[src/rtl/led_status_ctrl_pkg.sv]
// Shared definitions for the LED status controller.
// Contents: the channel mode encoding, its 2-bit type, and the index-width
// helper used to size channel selects and internal counters.
package led_ctrl_pkg;

    typedef logic [1:0] led_mode_t;

    localparam led_mode_t MODE_OFF   = 2'd0;
    localparam led_mode_t MODE_ON    = 2'd1;
    localparam led_mode_t MODE_BLINK = 2'd2;
    localparam led_mode_t MODE_PWM   = 2'd3;

    // Width needed to hold values 0..n-1, never less than one bit.
    function automatic int idx_width(input int n);
        return (n <= 1) ? 1 : $clog2(n);
    endfunction

endpackage

[src/rtl/led_status_ctrl_if.sv]
// Configuration port of the LED status controller.
// Write side : wr_en, wr_ch, wr_mode, wr_duty (driven by master),
//              wr_err (one-cycle reject pulse, driven by slave).
// Read side  : rd_ch (driven by master), rd_mode/rd_duty (combinational
//              readback, driven by slave).
interface led_status_ctrl_if import led_ctrl_pkg::*; #(
    parameter int NUM_LEDS = 4,
    parameter int PWM_W    = 8
) ();

    localparam int IDX_W = idx_width(NUM_LEDS);

    logic             wr_en;
    logic [IDX_W-1:0] wr_ch;
    led_mode_t        wr_mode;
    logic [PWM_W-1:0] wr_duty;
    logic             wr_err;
    logic [IDX_W-1:0] rd_ch;
    led_mode_t        rd_mode;
    logic [PWM_W-1:0] rd_duty;

    modport master (
        output wr_en, wr_ch, wr_mode, wr_duty, rd_ch,
        input  wr_err, rd_mode, rd_duty
    );

    modport slave (
        input  wr_en, wr_ch, wr_mode, wr_duty, rd_ch,
        output wr_err, rd_mode, rd_duty
    );

endinterface

[src/rtl/led_status_ctrl_tick_gen.sv]
// Timebase for the LED controller.
// Ports: clk, rst_n (async active-low), en (counters hold when 0),
//        tick (one-cycle pulse every PRESCALE enabled cycles),
//        pwm_cnt (free-running PWM_W-bit tick counter),
//        blink_phase (toggles every BLINK_TICKS ticks).
module led_tick_gen import led_ctrl_pkg::*; #(
    parameter int PRESCALE    = 50000,
    parameter int PWM_W       = 8,
    parameter int BLINK_TICKS = 128
) (
    input  logic             clk,
    input  logic             rst_n,
    input  logic             en,
    output logic             tick,
    output logic [PWM_W-1:0] pwm_cnt,
    output logic             blink_phase
);

    localparam int PRESC_W = idx_width(PRESCALE);
    localparam int BLINK_W = idx_width(BLINK_TICKS);
    localparam logic [PRESC_W-1:0] PRESC_LAST = PRESC_W'(PRESCALE - 1);
    localparam logic [BLINK_W-1:0] BLINK_LAST = BLINK_W'(BLINK_TICKS - 1);

    logic [PRESC_W-1:0] presc_q, presc_d;
    logic [PWM_W-1:0]   pwm_cnt_q, pwm_cnt_d;
    logic [BLINK_W-1:0] blink_cnt_q, blink_cnt_d;
    logic               blink_phase_q, blink_phase_d;
    logic               tick_int;

    // Gated by en so that a disabled controller never emits a tick even
    // while the prescaler is parked on its last count.
    assign tick_int = en && (presc_q == PRESC_LAST);

    always_comb begin
        presc_d       = presc_q;
        pwm_cnt_d     = pwm_cnt_q;
        blink_cnt_d   = blink_cnt_q;
        blink_phase_d = blink_phase_q;

        if (en) begin
            presc_d = tick_int ? '0 : presc_q + 1'b1;
        end

        if (tick_int) begin
            pwm_cnt_d = pwm_cnt_q + 1'b1;
            if (blink_cnt_q == BLINK_LAST) begin
                blink_cnt_d   = '0;
                blink_phase_d = ~blink_phase_q;
            end else begin
                blink_cnt_d = blink_cnt_q + 1'b1;
            end
        end
    end

    always_ff @(posedge clk or negedge rst_n) begin
        if (!rst_n) begin
            presc_q       <= '0;
            pwm_cnt_q     <= '0;
            blink_cnt_q   <= '0;
            blink_phase_q <= 1'b0;
        end else begin
            presc_q       <= presc_d;
            pwm_cnt_q     <= pwm_cnt_d;
            blink_cnt_q   <= blink_cnt_d;
            blink_phase_q <= blink_phase_d;
        end
    end

    assign tick        = tick_int;
    assign pwm_cnt     = pwm_cnt_q;
    assign blink_phase = blink_phase_q;

endmodule

[src/rtl/led_status_ctrl.sv]
// Multi-channel LED indicator controller.
// Each of NUM_LEDS channels runs OFF, ON, BLINK or PWM from a shared
// timebase (led_tick_gen).
// Ports: clk, reset (async active-low), en (global enable),
//        cfg (write/readback port, slave side),
//        tick (exported prescaler tick), LED (registered drive, 1 = lit).
module led_status_ctrl import led_ctrl_pkg::*; #(
    parameter int NUM_LEDS    = 4,
    parameter int PRESCALE    = 50000,
    parameter int PWM_W       = 8,
    parameter int BLINK_TICKS = 128
) (
    input  logic                clk,
    input  logic                reset,
    input  logic                en,
    led_status_ctrl_if.slave    cfg,
    output logic                tick,
    output logic [NUM_LEDS-1:0] LED
);

    led_mode_t [NUM_LEDS-1:0]            mode_q, mode_d;
    logic      [NUM_LEDS-1:0][PWM_W-1:0] duty_q, duty_d;
    logic      [NUM_LEDS-1:0]            led_q, led_d;
    logic                                wr_err_q, wr_err_d;
    logic                                wr_in_range;
    logic      [PWM_W-1:0]               pwm_cnt;
    logic                                blink_phase;

    led_tick_gen #(
        .PRESCALE    (PRESCALE),
        .PWM_W       (PWM_W),
        .BLINK_TICKS (BLINK_TICKS)
    ) u_tick_gen (
        .clk         (clk),
        .rst_n       (reset),
        .en          (en),
        .tick        (tick),
        .pwm_cnt     (pwm_cnt),
        .blink_phase (blink_phase)
    );

    // The select is wider than needed when NUM_LEDS is not a power of two,
    // so an explicit range check guards the register arrays.
    assign wr_in_range = (int'(cfg.wr_ch) < NUM_LEDS);

    always_comb begin
        mode_d   = mode_q;
        duty_d   = duty_q;
        wr_err_d = 1'b0;
        if (cfg.wr_en) begin
            if (wr_in_range) begin
                for (int i = 0; i < NUM_LEDS; i++) begin
                    if (int'(cfg.wr_ch) == i) begin
                        mode_d[i] = cfg.wr_mode;
                        duty_d[i] = cfg.wr_duty;
                    end
                end
            end else begin
                wr_err_d = 1'b1;
            end
        end
    end

    // Computed from the registered config, so a write lands on the pins one
    // edge after it is captured, together with any counter update.
    always_comb begin
        led_d = '0;
        if (en) begin
            for (int i = 0; i < NUM_LEDS; i++) begin
                case (mode_q[i])
                    MODE_OFF:   led_d[i] = 1'b0;
                    MODE_ON:    led_d[i] = 1'b1;
                    MODE_BLINK: led_d[i] = blink_phase;
                    MODE_PWM:   led_d[i] = (pwm_cnt < duty_q[i]);
                    default:    led_d[i] = 1'b0;
                endcase
            end
        end
    end

    always_comb begin
        cfg.rd_mode = MODE_OFF;
        cfg.rd_duty = '0;
        for (int i = 0; i < NUM_LEDS; i++) begin
            if (int'(cfg.rd_ch) == i) begin
                cfg.rd_mode = mode_q[i];
                cfg.rd_duty = duty_q[i];
            end
        end
    end

    always_ff @(posedge clk or negedge reset) begin
        if (!reset) begin
            mode_q   <= '0;
            duty_q   <= '0;
            led_q    <= '0;
            wr_err_q <= 1'b0;
        end else begin
            mode_q   <= mode_d;
            duty_q   <= duty_d;
            led_q    <= led_d;
            wr_err_q <= wr_err_d;
        end
    end

    assign cfg.wr_err = wr_err_q;
    assign LED        = led_q;

endmodule
[src/flat_wrapper.sv]
// flat-port wrapper written by rule: the top's interface ports become plain ports
module led_status_ctrl_flat import led_ctrl_pkg::*;
#(
    parameter int NUM_LEDS    = 4,
    parameter int PRESCALE    = 50000,
    parameter int PWM_W       = 8,
    parameter int BLINK_TICKS = 128
)
  (clk, reset, en, tick, LED, cfg_wr_en, cfg_wr_ch, cfg_wr_mode, cfg_wr_duty, cfg_rd_ch, cfg_wr_err, cfg_rd_mode, cfg_rd_duty);
  led_status_ctrl_if #(.NUM_LEDS(NUM_LEDS), .PWM_W(PWM_W)) cfg_i ();
  input  logic clk;
  input  logic reset;
  input  logic en;
  output logic tick;
  output logic [NUM_LEDS-1:0] LED;
  input wire logic [$bits(cfg_i.wr_en)-1:0] cfg_wr_en;
  input wire logic [$bits(cfg_i.wr_ch)-1:0] cfg_wr_ch;
  input wire logic [$bits(cfg_i.wr_mode)-1:0] cfg_wr_mode;
  input wire logic [$bits(cfg_i.wr_duty)-1:0] cfg_wr_duty;
  input wire logic [$bits(cfg_i.rd_ch)-1:0] cfg_rd_ch;
  output wire logic [$bits(cfg_i.wr_err)-1:0] cfg_wr_err;
  output wire logic [$bits(cfg_i.rd_mode)-1:0] cfg_rd_mode;
  output wire logic [$bits(cfg_i.rd_duty)-1:0] cfg_rd_duty;
  assign cfg_i.wr_en = cfg_wr_en;
  assign cfg_i.wr_ch = cfg_wr_ch;
  assign cfg_i.wr_mode = cfg_wr_mode;
  assign cfg_i.wr_duty = cfg_wr_duty;
  assign cfg_i.rd_ch = cfg_rd_ch;
  assign cfg_wr_err = cfg_i.wr_err;
  assign cfg_rd_mode = cfg_i.rd_mode;
  assign cfg_rd_duty = cfg_i.rd_duty;
  led_status_ctrl #(.NUM_LEDS(NUM_LEDS), .PRESCALE(PRESCALE), .PWM_W(PWM_W), .BLINK_TICKS(BLINK_TICKS)) u_core (.clk(clk), .reset(reset), .en(en), .cfg(cfg_i), .tick(tick), .LED(LED));
endmodule
[config.mk]
export PLATFORM = sky130hd
export DESIGN_NAME = led_status_ctrl_flat
export DESIGN_NICKNAME = d
export VERILOG_FILES = /design/src/rtl/led_status_ctrl_pkg.sv /design/src/rtl/led_status_ctrl_if.sv /design/src/rtl/led_status_ctrl_tick_gen.sv /design/src/rtl/led_status_ctrl.sv /design/src/flat_wrapper.sv
export SDC_FILE = /design/constraint.sdc
export NUM_CORES = 1
export LEC_CHECK = 0
export ABC_CLOCK_PERIOD_IN_PS = 4540
export CELL_PAD_IN_SITES_DETAIL_PLACEMENT = 1
export CELL_PAD_IN_SITES_GLOBAL_PLACEMENT = 1
export CORE_ASPECT_RATIO = 0.7
export CORE_MARGIN = 2
export CORE_UTILIZATION = 42
export DETAILED_ROUTE_END_ITERATION = 12
export GPL_ROUTABILITY_DRIVEN = 1
export PLACE_DENSITY_LB_ADDON = 0.1
export RECOVER_POWER = 25
export SETUP_SLACK_MARGIN = 0.1
export SLEW_MARGIN = 20
export SYNTH_ARGS = -nofsm -noshare
export SYNTH_HDL_FRONTEND = slang
export SYNTH_SLANG_ARGS = --single-unit
[constraint.sdc]
create_clock -name clk -period 4.54 [get_ports clk]
set_clock_uncertainty 0.15 [all_clocks]
set_input_delay 0.681 -clock clk [delete_from_list [all_inputs] [get_ports clk]]
set_output_delay 0.681 -clock clk [all_outputs]
set_load 0.02 [all_outputs]
==> results_dict.tcl <==
set metrics [dict create \
    grt_antenna_before_repair 0 \
    dp_hpwl_um 7349 \
    cts_tree "yes" \
    clk_pin_slew_ps 60 \
    layout_common_cells "dfrtp_1, nand2_1, mux2_2" \
    ios 34 \
    coreArea_sq_mm 0.009647 \
    drc 0 \
    grt_pass1_vias 3030 \
    postCtsSetupBuffers 0 \
    ys_types 43 \
    synth.area.mux_share_pct 15.90 \
    holdCritPathClass "reg -> reg" \
    tightest_slew_ps 1915 \
    grt_use_total_pct 20.25 \
    synth_top_family_by_area "multiplexers" \
    ys_ff_latch 76 \
    drv_slew 77 \
    multi_input_area_sq_mm 0.002068 \
    synth.top_cell.area_share_pct 46.03 \
    fin_hold_ws_ps 322.4 \
    synth_area_sq_mm 0.004131 \
    yosysSeqAreaShare_pct 46.03 \
    avgRoutedWirePerCell_um 18.20 \
    syn_nets 418 \
    fin_tns_setup_ps 0 \
    rsz0062_at_grt "no" \
    cts_hold_buf 0 \
    period_needed_ps 3559 \
    die_y_um 86.98 \
    relSlewSlack_pct -27.64 \
    via_count 2981 \
    hold_depth 1 \
    reg2reg_slack_ps 1950 \
    start_util_pct 42.83 \
    dieArea_sq_mm 0.01066 \
    hp-start "u_core.u_tick_gen.blink_cnt_q[6]" \
    async_flop_share_pct 100.0 \
    grt_max_degree 77 \
    cts_resized 0 \
    r2r_cells 4 \
    synth_area_per_cell_sq_um 11.20 \
    wirelength_um 9829 \
    post-route-period-util_pct 78.38 \
    layout.nets 456 \
    cp-start-kind "input port" \
    synth_edf_count 0 \
    mostFrequentLayoutCell "dfrtp_1" \
    drt_iter0_drc 105 \
    cts_buffers 9 \
    cts-htree-levels 3 \
    synth.largest_area_cell "dfrtp_1" \
    r2r-start "u_core.u_tick_gen.presc_q[5]" \
    ir_worst_vdd_mv 0.1785 \
    seq_area_sq_mm 0.001902 \
    worstPathRequired_ps 3710 \
    cp-end-kind "primary output" \
    ant_nets 0 \
    port_buffers 32 \
    leakagePower_nw 2.252 \
    worstPathArrival_ps 2730 \
    crit_path_start "cfg_rd_ch[1]" \
    timing.rr.end "u_core.u_tick_gen.presc_q[9]" \
    crit_fanout 10 \
    root_buffer "clkbuf_16" \
    diodes 0 \
    synth-simple-area-share_pct 13.81 \
    syn_inst 369 \
    hold_path_end "u_core.u_tick_gen.blink_cnt_q[6]" \
    hold_violations 0 \
    maxCapViolCount 1 \
    yosys.area_share.xor_xnor_pct 4.876 \
    rows 30 \
    fmax_mhz 281.0 \
    crit_type "in -> out" \
    finalSetupViolCount 0 \
    gp_congestion 0.8074 \
    first_pass_iters 4 \
    clock-sinks 76 \
    power_density_mw_per_mm2 401.8 \
    area_growth_pct 18.56 \
    clkLatencyLatePin_ps 330 \
    grt-ovfl-total 0 \
    yosysWarnings 0 \
    drive_above_1_share_pct 17.23 \
    outcome "finished, violations left" \
    synth_fa_ha_area_share_pct 9.388 \
    synthTopCellsByArea "dfrtp_1, ha_1, mux2_2" \
    violations "max-capacitance violations, max-slew violations" \
    fillerInstances 1055 \
    die_x_um 122.5 \
    grt_pass1_wl_um 16460 \
    viasPerCell 5.520 \
    ys.flop_type "dfrtp_1" \
    clockBufferDepth 2 \
    synth_compound_area_share_pct 5.875 \
]
synthesized netlist by cell type (2+ instances only):
master     n
mux2i_1    6
nor3b_1    2
ha_1      31
a21oi_1    8
nand3b_1   2
and3_1     3
nand3_1    9
nand4_1   14
nor2_1    23
mux2_2    33
mux4_2    10
o21ai_0   22
nor2b_1    4
dfrtp_1   76
nand2_1   33
nor3_1     2
xor2_1    10
inv_1     32
a32o_1     3
clkbuf_1   6
o211ai_1   2
nor4_1     3
and4_1     2
xnor2_1   13
o31ai_1    2
layout make-up:
class / count / area share (%)
Clock buffer: 11 / 5.160
Sequential cell: 76 / 38.82
Timing Repair Buffer: 36 / 7.050
Clock inverter: 5 / 1.022
Tap cell: 128 / 3.269
Multi-Input combinational cell: 252 / 42.22
Inverter: 32 / 2.452
sequential cells by signal, indices dropped and copies added (netlist names):
| signal | count |
|---|---|
| u_core.duty_q | 32 |
| u_core.u_tick_gen.blink_cnt_q | 7 |
| u_core.u_tick_gen.presc_q | 16 |
| u_core.LED | 4 |
| u_core.u_tick_gen.blink_phase | 1 |
| u_core.u_tick_gen.pwm_cnt | 8 |
| u_core.mode_q | 8 |
critical path, cell delays in order:
cell             delay, ps
clkdlybuf4s50_1        900
mux4_2                 590
clkdlybuf4s50_1        550
metrics by stage:
step | area, sq um | std cells | total power [W] | setup slack [ps] | utilization (%)
2_1_floorplan | 4131 | 369 | 0.001086 | 1935 | -
3_3_place_gp | 4598 | 524 | 0.001245 | 988.3 | 47.67
3_5_place_dp | 4598 | 524 | 0.001258 | 934.8 | 47.67
4_1_cts | 4901 | 540 | 0.001993 | 934.8 | 50.80
5_1_grt | 4898 | 540 | 0.002071 | 897.0 | 50.78
6_report | 4898 | 540 | 0.001968 | 981.5 | 50.78
kinds of logic (layout without fill, tap and decap cells):
group | count (synthesis) | after routing
AO/OA/AOI/OAI | 41 | 41
flip-flops | 76 | 76
buffers and inverters | 41 | 84
XOR/XNOR | 23 | 23
adder cells (fa/ha/maj) | 31 | 31
multiplexers | 49 | 49
AND/OR/NAND/NOR | 107 | 107
other | 1 | 1
routing by layer:
metal  GRT usage [%]  vias up  wire [um]
li1                -     1394          -
met1           30.45     1526       5175
met2           29.39       47       4213
met3           4.647       14        315
met4           5.225        0        124
met5               0        -          0
how the worst max path moves through the flow:
stage                      to  slack (ps)
2_1_floorplan  cfg_rd_duty[0]        1940
3_3_place_gp   cfg_rd_duty[0]         990
3_5_place_dp   cfg_rd_mode[0]         930
4_1_cts        cfg_rd_mode[0]         930
5_1_grt        cfg_rd_duty[1]         900
6_report       cfg_rd_duty[6]         980
power breakdown:
part           switching, W  total, W  internal (W)
combinational      0.000180  0.000380      0.000199
clock              0.000271  0.000722      0.000451
sequential        0.0000928  0.000867      0.000774
Power figures use the tool's default switching activity.
